==> src/rtl/gyro_fir_filter_pkg.sv <==
// Shared definitions for the gyro FIR filter.
// - state_e       : sequencer states (IDLE, MAC, DONE)
// - DefaultCoefs  : reset-time coefficient set, 10 taps of Q1.15, tap 0 in
//                   the least significant 16 bits. The set sums to zero, so
//                   the filter rejects DC.
// - default_coef  : default value for any tap index (zero beyond tap 9)
// - round_sat     : round-half-up, arithmetic shift and clamp to a signed
//                   output range. Operates on 64-bit values so callers of any
//                   reasonable width can share it.
package gyro_filter_pkg;

  typedef enum logic [1:0] {IDLE, MAC, DONE} state_e;

  localparam int DefaultTaps = 10;

  localparam logic [DefaultTaps*16-1:0] DefaultCoefs = {
    16'h025b, 16'hf1ce, 16'h2ab5, 16'had13, 16'h71a8,
    16'h8e58, 16'h52ed, 16'hd54b, 16'h0e32, 16'hfda5
  };

  function automatic logic signed [15:0] default_coef(input int k);
    logic signed [15:0] c;
    c = '0;
    if (k < DefaultTaps) c = $signed(DefaultCoefs[k*16 +: 16]);
    return c;
  endfunction

  function automatic logic signed [63:0] round_sat(input logic signed [63:0] acc,
                                                   input int frac,
                                                   input int out_w);
    logic signed [63:0] r;
    logic signed [63:0] hi;
    logic signed [63:0] lo;
    r = acc;
    if (frac > 0) r = (acc + (64'sd1 <<< (frac - 1))) >>> frac;
    hi = (64'sd1 <<< (out_w - 1)) - 64'sd1;
    lo = -(64'sd1 <<< (out_w - 1));
    if (r > hi) r = hi;
    if (r < lo) r = lo;
    return r;
  endfunction

endpackage

==> src/rtl/gyro_fir_filter_if.sv <==
// Bus between the IMU read logic (master) and the gyro FIR filter (slave).
// Master drives: sample_valid, sample_in, bypass, coef_write, coef_addr,
//                coef_data, overrun_clear
// Slave drives : filtered_out, data_ready, busy, overrun
// sample_in/filtered_out pack channel c at [c*DataWidth +: DataWidth].
interface gyro_fir_filter_if #(
  parameter int DataWidth = 10,
  parameter int Channels  = 3,
  parameter int Taps      = 10,
  parameter int CoefWidth = 16
);
  logic                          sample_valid;
  logic [Channels*DataWidth-1:0] sample_in;
  logic                          bypass;
  logic                          coef_write;
  logic [$clog2(Taps)-1:0]       coef_addr;
  logic [CoefWidth-1:0]          coef_data;
  logic                          overrun_clear;
  logic [Channels*DataWidth-1:0] filtered_out;
  logic                          data_ready;
  logic                          busy;
  logic                          overrun;

  modport master (
    output sample_valid, sample_in, bypass, coef_write, coef_addr, coef_data, overrun_clear,
    input  filtered_out, data_ready, busy, overrun
  );

  modport slave (
    input  sample_valid, sample_in, bypass, coef_write, coef_addr, coef_data, overrun_clear,
    output filtered_out, data_ready, busy, overrun
  );
endinterface

==> src/rtl/gyro_fir_filter_mac.sv <==
// Shared multiply-accumulate engine for the gyro FIR filter.
// Ports:
//   clk_i, rst_i : clock, synchronous active-high reset
//   clr_i        : clear the accumulator (start of a new sample set)
//   en_i         : a product is presented this cycle
//   last_i       : this product is the last tap of the current channel
//   coef_i       : coefficient for the current tap
//   sample_i     : delay-line sample for the current channel/tap
//   result_o     : rounded, saturated (acc + product); valid when en_i&last_i
module fir_mac
  import gyro_filter_pkg::*;
#(
  parameter int DataWidth = 10,
  parameter int CoefWidth = 16,
  parameter int CoefFrac  = 15,
  parameter int Taps      = 10
) (
  input  logic                        clk_i,
  input  logic                        rst_i,
  input  logic                        clr_i,
  input  logic                        en_i,
  input  logic                        last_i,
  input  logic signed [CoefWidth-1:0] coef_i,
  input  logic signed [DataWidth-1:0] sample_i,
  output logic signed [DataWidth-1:0] result_o
);

  localparam int ProdW = DataWidth + CoefWidth;
  // Headroom of $clog2(Taps) bits makes a full channel sum overflow-free.
  localparam int AccW  = ProdW + $clog2(Taps);

  logic signed [ProdW-1:0] prod;
  logic signed [AccW-1:0]  sum;
  logic signed [AccW-1:0]  acc_q;
  logic signed [AccW-1:0]  acc_d;
  logic signed [63:0]      rs;

  always_comb begin
    prod     = ProdW'(coef_i) * ProdW'(sample_i);
    sum      = acc_q + AccW'(prod);
    rs       = round_sat(64'(sum), CoefFrac, DataWidth);
    result_o = DataWidth'(rs);
  end

  // The last tap of a channel hands its sum to the output stage and
  // leaves the accumulator empty for the next channel.
  always_comb begin
    acc_d = acc_q;
    if (clr_i || (en_i && last_i)) acc_d = '0;
    else if (en_i)                 acc_d = sum;
  end

  always_ff @(posedge clk_i) begin
    if (rst_i) acc_q <= '0;
    else       acc_q <= acc_d;
  end

endmodule

==> src/rtl/gyro_fir_filter.sv <==
// Time-multiplexed FIR filter for the IMU gyro path.
// One MAC engine walks every tap of every channel, then publishes all
// channels at once, so filtered_out never shows a partial set.
// Ports:
//   clk_i : sole clock, rising edge
//   rst_i : synchronous active-high reset (aborts any run in progress)
//   bus   : slave side of gyro_fir_filter_if (samples, coefficient writes,
//           bypass, overrun clear in; filtered data, data_ready, busy,
//           overrun out)
module gyro_fir_filter
  import gyro_filter_pkg::*;
#(
  parameter int DataWidth = 10,
  parameter int Channels  = 3,
  parameter int Taps      = 10,
  parameter int CoefWidth = 16,
  parameter int CoefFrac  = 15
) (
  input  logic              clk_i,
  input  logic              rst_i,
  gyro_fir_filter_if.slave  bus
);

  localparam int TapW  = $clog2(Taps);
  localparam int ChanW = (Channels > 1) ? $clog2(Channels) : 1;

  logic signed [DataWidth-1:0] dly_q    [Channels][Taps];
  logic signed [DataWidth-1:0] shadow_q [Channels];
  logic signed [CoefWidth-1:0] coef_q   [Taps];
  logic [Channels*DataWidth-1:0] out_q;

  state_e            state_q, state_d;
  logic [ChanW-1:0]  chan_q, chan_d;
  logic [TapW-1:0]   tap_q, tap_d;
  logic              byp_q, byp_d;
  logic              ready_q;
  logic              ovr_q;

  logic              accept;
  logic              drop;
  logic              mac_en;
  logic              mac_last;
  logic              done;
  logic              tap_last;
  logic              chan_last;
  logic              coef_wr_ok;
  logic signed [DataWidth-1:0] mac_res;

  assign tap_last   = (tap_q == TapW'(Taps - 1));
  assign chan_last  = (chan_q == ChanW'(Channels - 1));
  assign drop       = bus.sample_valid && (state_q != IDLE);
  // Coefficients may only change between runs; out-of-range taps are ignored.
  assign coef_wr_ok = bus.coef_write && (state_q == IDLE) &&
                      ({1'b0, bus.coef_addr} < (TapW + 1)'(Taps));

  always_comb begin
    state_d  = state_q;
    chan_d   = chan_q;
    tap_d    = tap_q;
    byp_d    = byp_q;
    accept   = 1'b0;
    mac_en   = 1'b0;
    mac_last = 1'b0;
    done     = 1'b0;
    case (state_q)
      IDLE: begin
        if (bus.sample_valid) begin
          accept  = 1'b1;
          byp_d   = bus.bypass;
          chan_d  = '0;
          tap_d   = '0;
          state_d = bus.bypass ? DONE : MAC;
        end
      end
      MAC: begin
        mac_en = 1'b1;
        if (tap_last) begin
          mac_last = 1'b1;
          tap_d    = '0;
          if (chan_last) state_d = DONE;
          else           chan_d  = chan_q + ChanW'(1);
        end else begin
          tap_d = tap_q + TapW'(1);
        end
      end
      DONE: begin
        done    = 1'b1;
        state_d = IDLE;
      end
      default: state_d = IDLE;
    endcase
  end

  fir_mac #(
    .DataWidth (DataWidth),
    .CoefWidth (CoefWidth),
    .CoefFrac  (CoefFrac),
    .Taps      (Taps)
  ) u_mac (
    .clk_i    (clk_i),
    .rst_i    (rst_i),
    .clr_i    (accept),
    .en_i     (mac_en),
    .last_i   (mac_last),
    .coef_i   (coef_q[tap_q]),
    .sample_i (dly_q[chan_q][tap_q]),
    .result_o (mac_res)
  );

  always_ff @(posedge clk_i) begin
    if (rst_i) begin
      state_q <= IDLE;
      chan_q  <= '0;
      tap_q   <= '0;
      byp_q   <= 1'b0;
      ready_q <= 1'b0;
      ovr_q   <= 1'b0;
      out_q   <= '0;
      for (int c = 0; c < Channels; c++) begin
        shadow_q[c] <= '0;
        for (int k = 0; k < Taps; k++) dly_q[c][k] <= '0;
      end
      for (int k = 0; k < Taps; k++) coef_q[k] <= CoefWidth'(default_coef(k));
    end else begin
      state_q <= state_d;
      chan_q  <= chan_d;
      tap_q   <= tap_d;
      byp_q   <= byp_d;
      ready_q <= done;

      if (coef_wr_ok) coef_q[bus.coef_addr] <= $signed(bus.coef_data);

      // Bypassed sets still enter the history so filtering resumes cleanly.
      if (accept) begin
        for (int c = 0; c < Channels; c++) begin
          for (int k = Taps - 1; k > 0; k--) dly_q[c][k] <= dly_q[c][k-1];
          dly_q[c][0] <= $signed(bus.sample_in[c*DataWidth +: DataWidth]);
        end
      end

      if (mac_last) shadow_q[chan_q] <= mac_res;

      if (done) begin
        for (int c = 0; c < Channels; c++)
          out_q[c*DataWidth +: DataWidth] <= byp_q ? dly_q[c][0] : shadow_q[c];
      end

      // A drop in the same cycle as a clear keeps the flag set.
      if (drop)                   ovr_q <= 1'b1;
      else if (bus.overrun_clear) ovr_q <= 1'b0;
    end
  end

  assign bus.filtered_out = out_q;
  assign bus.data_ready   = ready_q;
  assign bus.busy         = (state_q != IDLE);
  assign bus.overrun      = ovr_q;

endmodule

==> src/flat_wrapper.sv <==
// flat-port wrapper written by rule: the top's interface ports become plain ports
module gyro_fir_filter_flat import gyro_filter_pkg::*;
#(
  parameter int DataWidth = 10,
  parameter int Channels  = 3,
  parameter int Taps      = 10,
  parameter int CoefWidth = 16,
  parameter int CoefFrac  = 15
)
  (clk_i, rst_i, bus_sample_valid, bus_sample_in, bus_bypass, bus_coef_write, bus_coef_addr, bus_coef_data, bus_overrun_clear, bus_filtered_out, bus_data_ready, bus_busy, bus_overrun);
  gyro_fir_filter_if #(.DataWidth(DataWidth), .Channels(Channels), .Taps(Taps), .CoefWidth(CoefWidth)) bus_i ();
  input  logic clk_i;
  input  logic rst_i;
  input wire logic [$bits(bus_i.sample_valid)-1:0] bus_sample_valid;
  input wire logic [$bits(bus_i.sample_in)-1:0] bus_sample_in;
  input wire logic [$bits(bus_i.bypass)-1:0] bus_bypass;
  input wire logic [$bits(bus_i.coef_write)-1:0] bus_coef_write;
  input wire logic [$bits(bus_i.coef_addr)-1:0] bus_coef_addr;
  input wire logic [$bits(bus_i.coef_data)-1:0] bus_coef_data;
  input wire logic [$bits(bus_i.overrun_clear)-1:0] bus_overrun_clear;
  output wire logic [$bits(bus_i.filtered_out)-1:0] bus_filtered_out;
  output wire logic [$bits(bus_i.data_ready)-1:0] bus_data_ready;
  output wire logic [$bits(bus_i.busy)-1:0] bus_busy;
  output wire logic [$bits(bus_i.overrun)-1:0] bus_overrun;
  assign bus_i.sample_valid = bus_sample_valid;
  assign bus_i.sample_in = bus_sample_in;
  assign bus_i.bypass = bus_bypass;
  assign bus_i.coef_write = bus_coef_write;
  assign bus_i.coef_addr = bus_coef_addr;
  assign bus_i.coef_data = bus_coef_data;
  assign bus_i.overrun_clear = bus_overrun_clear;
  assign bus_filtered_out = bus_i.filtered_out;
  assign bus_data_ready = bus_i.data_ready;
  assign bus_busy = bus_i.busy;
  assign bus_overrun = bus_i.overrun;
  gyro_fir_filter #(.DataWidth(DataWidth), .Channels(Channels), .Taps(Taps), .CoefWidth(CoefWidth), .CoefFrac(CoefFrac)) u_core (.clk_i(clk_i), .rst_i(rst_i), .bus(bus_i));
endmodule
==> config.mk <==
export PLATFORM = sky130hd
export DESIGN_NAME = gyro_fir_filter_flat
export DESIGN_NICKNAME = d
export VERILOG_FILES = /design/src/rtl/gyro_fir_filter_pkg.sv /design/src/rtl/gyro_fir_filter_if.sv /design/src/rtl/gyro_fir_filter_mac.sv /design/src/rtl/gyro_fir_filter.sv /design/src/flat_wrapper.sv
export SDC_FILE = /design/constraint.sdc
export NUM_CORES = 1
export LEC_CHECK = 0
export BUFFER_PORTS_ARGS = -buffer_cell sky130_fd_sc_hd__buf_2
export CAP_MARGIN = 20
export CORE_MARGIN = 2
export CORE_UTILIZATION = 40
export DETAILED_ROUTE_END_ITERATION = 8
export PLACE_DENSITY = 0.54
export SLEW_MARGIN = 20
export SYNTH_ARGS = -nofsm -noshare
export SYNTH_HDL_FRONTEND = slang
export SYNTH_SLANG_ARGS = --single-unit
==> constraint.sdc <==
create_clock -name clk_i -period 23.4 [get_ports clk_i]
set_input_delay 2.34 -clock clk_i [delete_from_list [all_inputs] [get_ports clk_i]]
set_output_delay 2.34 -clock clk_i [all_outputs]
set_load 0.01 [all_outputs]
# After elaboration in Yosys (flattened, before gate mapping)
# Memories as Yosys holds them, arrays and structs flattened. A register that Yosys moved wholly into a read port is not among the register bits.
# Cells that the tools add are included.
[word_totals]
regBits = 71
memories = 3
ram_bits = 490
input_bits = 56
output_inout_bits = 33
wordCells = 164
[op_classes]
magnitude_cmp = 4
mul = 1
eq_ne = 8
n_bitwise = 31
addsub = 4
n_reduce_logical = 16
muxes = 89
[memory_table]
columns = ["name", "depth", "word_bits", "rd", "rd_clocked_by_memory_dff", "write_ports", "line", "source"]
rows = [
  ["u_core.dly_q", 3, 100, 4, 1, 3, "gyro_fir_filter.sv:27", "logic signed [DataWidth-1:0] dly_q [Channels][Taps];"],
  ["u_core.coef_q", 10, 16, 1, 1, 10, "gyro_fir_filter.sv:29", "logic signed [CoefWidth-1:0] coef_q [Taps];"],
  ["u_core.shadow_q", 3, 10, 3, 0, 3, "gyro_fir_filter.sv:28", "logic signed [DataWidth-1:0] shadow_q [Channels];"],
]
[op_table]
columns = ["operator", "n"]
rows = [
  ["$mux W10", 37],
  ["$mux W16", 11],
  ["$lt A64 B10 Y1 const B", 1],
  ["$mux W64", 1],
  ["$bmux W10 S4", 1],
  ["$add A30 B16 Y31 const B", 1],
  ["$add A30 B26 Y30", 1],
  ["$or A1 B1 Y1", 30],
  ["$mul A16 B10 Y26", 1],
  ["$mux W1", 21],
  ["$mux W2", 10],
  ["$mux W4", 5],
  ["$gt A16 B10 Y1 const B", 1],
  ["$reduce_or A16 Y1", 1],
  ["$reduce_or A10 Y1", 1],
  ["$pmux W2 S2", 2],
  ["$pmux W4 S2", 1],
  ["$reduce_bool A2 Y1", 3],
  ["$ge A5 B5 Y1 const B", 1],
  ["$not A4 Y5", 1],
  ["$add A4 B1 Y4 const B", 1],
  ["$eq A2 B2 Y1 const B", 2],
  ["$eq A4 B4 Y1 const B", 1],
  ["$logic_and A1 B1 Y1", 4],
  ["11 further kinds", 14],
]

# Depth between registers and ports, before layout
[depth]
depth_word = 12
ltp_mapped = 38
depth_no_buf = 30

# Modules after synthesis
# Synthesis repeated with hierarchy kept, for this count alone.
[unflattened]
cells_unflattened = 2908
area_unflattened_um2 = 36920.4
[by_module_without_submodules]
columns = ["module", "area_each_um2", "instances", "cells_each", "seq_area_each_um2"]
rows = [
  ["gyro_fir_filter", 27378.8, 1, 1818, 18537.8],
  ["fir_mac", 9541.7, 1, 1090, 600.6],
]

# Worst setup path before layout
# OpenSTA, ideal clock, no wires.
[synth_path]
kind = "register -> register"
startpoint = "reg u_core.tap_q[0]"
endpoint = "mem u_core.shadow_q[0][1] (data pin)"
path_buffers = 11
required_ps = 23129
setup_slack_ps = 13886
t_arrival_ps = 9243
setup_ps = 271
path_stages_with_launch = 37
synth_period_minus_slack_ps = 9514
path_cell_list = "dfxtp_1 > buf_2 > buf_2 > buf_2 > buf_2 > buf_2 > buf_2 > buf_1 > mux2i_1 > nand2_1 > o21ai_0 > o22ai_1 > clkbuf_1 > nand2_1 > fa_1 > inv_1 > fa_1 > fa_1 > fa_1 > inv_1 > fa_1 > inv_1 > ha_1 > buf_6 > nand2_1 > o21ai_2 > mux2_2 > a41o_1 > a311oi_2 > nand3_2 > or4_1 > buf_2 > o21bai_1 > a31o_1 > o22ai_2 > buf_6 > o31ai_1"
[synth_rtl]
columns = ["item", "line", "source"]
rows = [
  ["from (decl)", "gyro_fir_filter.sv:34", "logic [TapW-1:0] tap_q, tap_d;"],
  ["from (signal assigned)", "gyro_fir_filter.sv:127", "tap_q <= tap_d;"],
  ["to (decl)", "gyro_fir_filter.sv:28", ""],
]

==> run metrics <==
Clk Latency, worst-skew pair 650 ps; Worst-path clk slew about 60 ps; nets 3295; vias per cell 5.25; root buf cell clkbuf_16; setup bufs post-CTS 0; Clock Tree Buf Depth 3; First-pass DRT Iterations 5; Yosys cell types 82; vias post-DR 22200; largest net degree at the start of global routing 298; Worst EP required 23770 ps; Post-Syn Instances 2826; top cells by area, synth edfxtp_1 (48%), fa_1 (9.8%), mux4_2 (8.4%), and2_1 (5.4%), dfxtp_1 (4.2%); routability-driven placement congestion ratio 0.815; area leader, netlist edfxtp_1; CP dominant cell by count fa_1; number of global-route vias before repair 23200; post-synthesis async set-or-reset flop share 0%; period utilization 46.2%; initial antenna violation count 4; Die Y 305 um; Tot GR Track Use about a fifth; slowest stage delay, CP 670 ps; Critical Path AT around 11000 ps; post-synthesis sequential area ratio 52.7%; Post-DRT Antenna Nets 0; Yosys top cell area share 48.5%; Fillers 8259; grt total ovfl 0; CTS tree yes; Final setup viols 0; # diodes 0; max-slew violations 0; DRC Markers 0; predominant post-synthesis flop cell edfxtp_1; Initial Util 40.3%; Max Cap Viol 0; worst-path maximum fanout 38; Peak Freq 92.5 MHz; slack of the critical path 12590 ps; RSZ-0062 raised after global routing false; Post-Syn Area 36300 um^2; layout cell share with drive strength beyond 1 about 14%; Die X roughly 300 um; final hold viol count 0; status finished clean; relative slew slack 6.02%; die area 93200 um^2; Post-synth top cells edfxtp_1 (586), and2_1 (315), nand2_1 (277), inv_1 (266), nor2_1 (192); Clock Sinks 663; Post-synth EDFFs 586; core area between 90000 and 100000 um^2; I/O pin count 89; Setup crit end kind register; Tightest Pin Transition about 1400 ps; setup TNS after final layout 0 ps; wirelength, routed 87600 um; Yosys reg bits around 660; Syn. warnings 0; Setup CP Type reg2reg; CTS Hold Bufs 0; CTS buffer count between 70 and 80; Worst path slowest cell or4_1; Area Overhead vs Synth 12.8%; Rows 110; first-pass GRT wire length 136000 um; Clock Skew 45.8 ps; Hold WC Path Type reg2reg; Iteration-0 DRC Markers 1805; H-tree depth 3; Worst setup SP type register; post-cts sizing count 0; most frequent cell after synthesis edfxtp_1; Avg WL per Cell 20.8 um; min cycle time layout 10810 ps; number of I/O port buffers 88; Place WS approximately 12000 ps; syn_area_per_cell 12.8 um^2; HPWL after detailed placement 59700 um
==> critical path: cells and delay by family (launching register included) <==
kind	cells	cell delay, ps
AND/OR/NAND/NOR	4	1280
multiplexers	3	1160
AO/OA/AOI/OAI	9	2360
adder cells (fa/ha/maj)	6	3160
buffers and inverters	7	1800
flip-flops	1	660
==> routing by layer <==
metal	wire, um	up-vias	share of wire, %	GRT usage [%]
met4	2170	0	2.5	5.60
met1	39300	11400	45	26.6
met2	41700	511	48	30.8
met5	0	-	0	0
li1	-	10100	-	-
met3	4420	120	5.0	2.99
==> flip-flops by register name (all words and copies together) (netlist names), 2 cells and up, named ones only <==
register / cells
u_core.bus.filtered_out: 30
u_core.chan_q: 2
u_core.coef_q: 256
u_core.dly_q: 300
u_core.shadow_q: 30
u_core.state_q: 2
u_core.tap_q: 4
u_core.u_mac.acc_q: 30
==> per-stage QoR <==
step	hold slack (ps)	utilization [%]	area [um^2]	cells
6_report	462	45.5	40900	4218
5_1_grt	479	45.5	40900	4218
4_1_cts	464	45.4	40900	4217
3_5_place_dp	457	42.6	38300	4076
3_3_place_gp	448	42.6	38300	4076
2_1_floorplan	436	-	36700	2921
==> worst paths after layout <==
path / slack, ps / from / cells past startpoint / end
max reg2reg: 12590 / u_core.tap_q[0] / 29 / u_core.shadow_q[0][6]
max: 12590 / u_core.tap_q[0] / 29 / u_core.shadow_q[0][6]
min: 460 / u_core.u_mac.acc_q[1] / 2 / u_core.u_mac.acc_q[1]
min reg2reg: 460 / u_core.u_mac.acc_q[1] / 2 / u_core.u_mac.acc_q[1]
==> placed cells by master, fill, tap and decap left out, types with 7 or more instances in the layout <==
| cell type | instances |
|---|---|
| o22ai_1 | 8 |
| clkbuf_1 | 14 |
| edfxtp_1 | 586 |
| clkinv_1 | 12 |
| xor2_1 | 11 |
| nand3_1 | 23 |
| mux2i_1 | 82 |
| mux4_2 | 136 |
| and2_1 | 315 |
| ha_1 | 81 |
| xnor2_1 | 18 |
| buf_2 | 88 |
| o31ai_1 | 22 |
| clkbuf_16 | 79 |
| fa_1 | 178 |
| conb_1 | 96 |
| o21ai_1 | 7 |
| nand2_1 | 277 |
| buf_4 | 34 |
| dfxtp_1 | 71 |
| a21o_1 | 7 |
| nor2_1 | 191 |
| or2_2 | 12 |
| mux2_2 | 11 |
| a21oi_1 | 65 |
| a211oi_1 | 43 |
| inv_1 | 265 |
| nor2b_1 | 52 |
| clkinv_2 | 11 |
| o211ai_1 | 9 |
| o21ai_0 | 47 |
| nor3_1 | 18 |
| nand2b_1 | 23 |
==> cells by family after synthesis <==
| kind of cell | after synthesis | synth area share [%] |
|---|---|---|
| simple gates | 965 | 13.4 |
| flops | 663 | 52.7 |
| buf+inv | 411 | 4.41 |
| compound gates | 269 | 5.07 |
| fa+ha+maj | 259 | 12.6 |
| mux | 229 | 11.0 |
| xor+xnor | 29 | 0.700 |
| other cells | 1 | 0.0103 |
==> area by class of cell <==
| class | instances | area [um^2] | area share [%] |
|---|---|---|---|
| Multi-Input combinational cell | 1847 | 16000 | 39.0 |
| Clock buffer | 99 | 2110 | 5.16 |
| Timing Repair Buffer | 125 | 763 | 1.86 |
| Clock inverter | 42 | 443 | 1.08 |
| Tap cell | 1176 | 1470 | 3.59 |
| Inverter | 266 | 1010 | 2.46 |
| Sequential cell | 663 | 19200 | 46.8 |
Power is not shown: default switching activity piles up to over one toggle a cycle in this logic, so the estimate is an artifact.
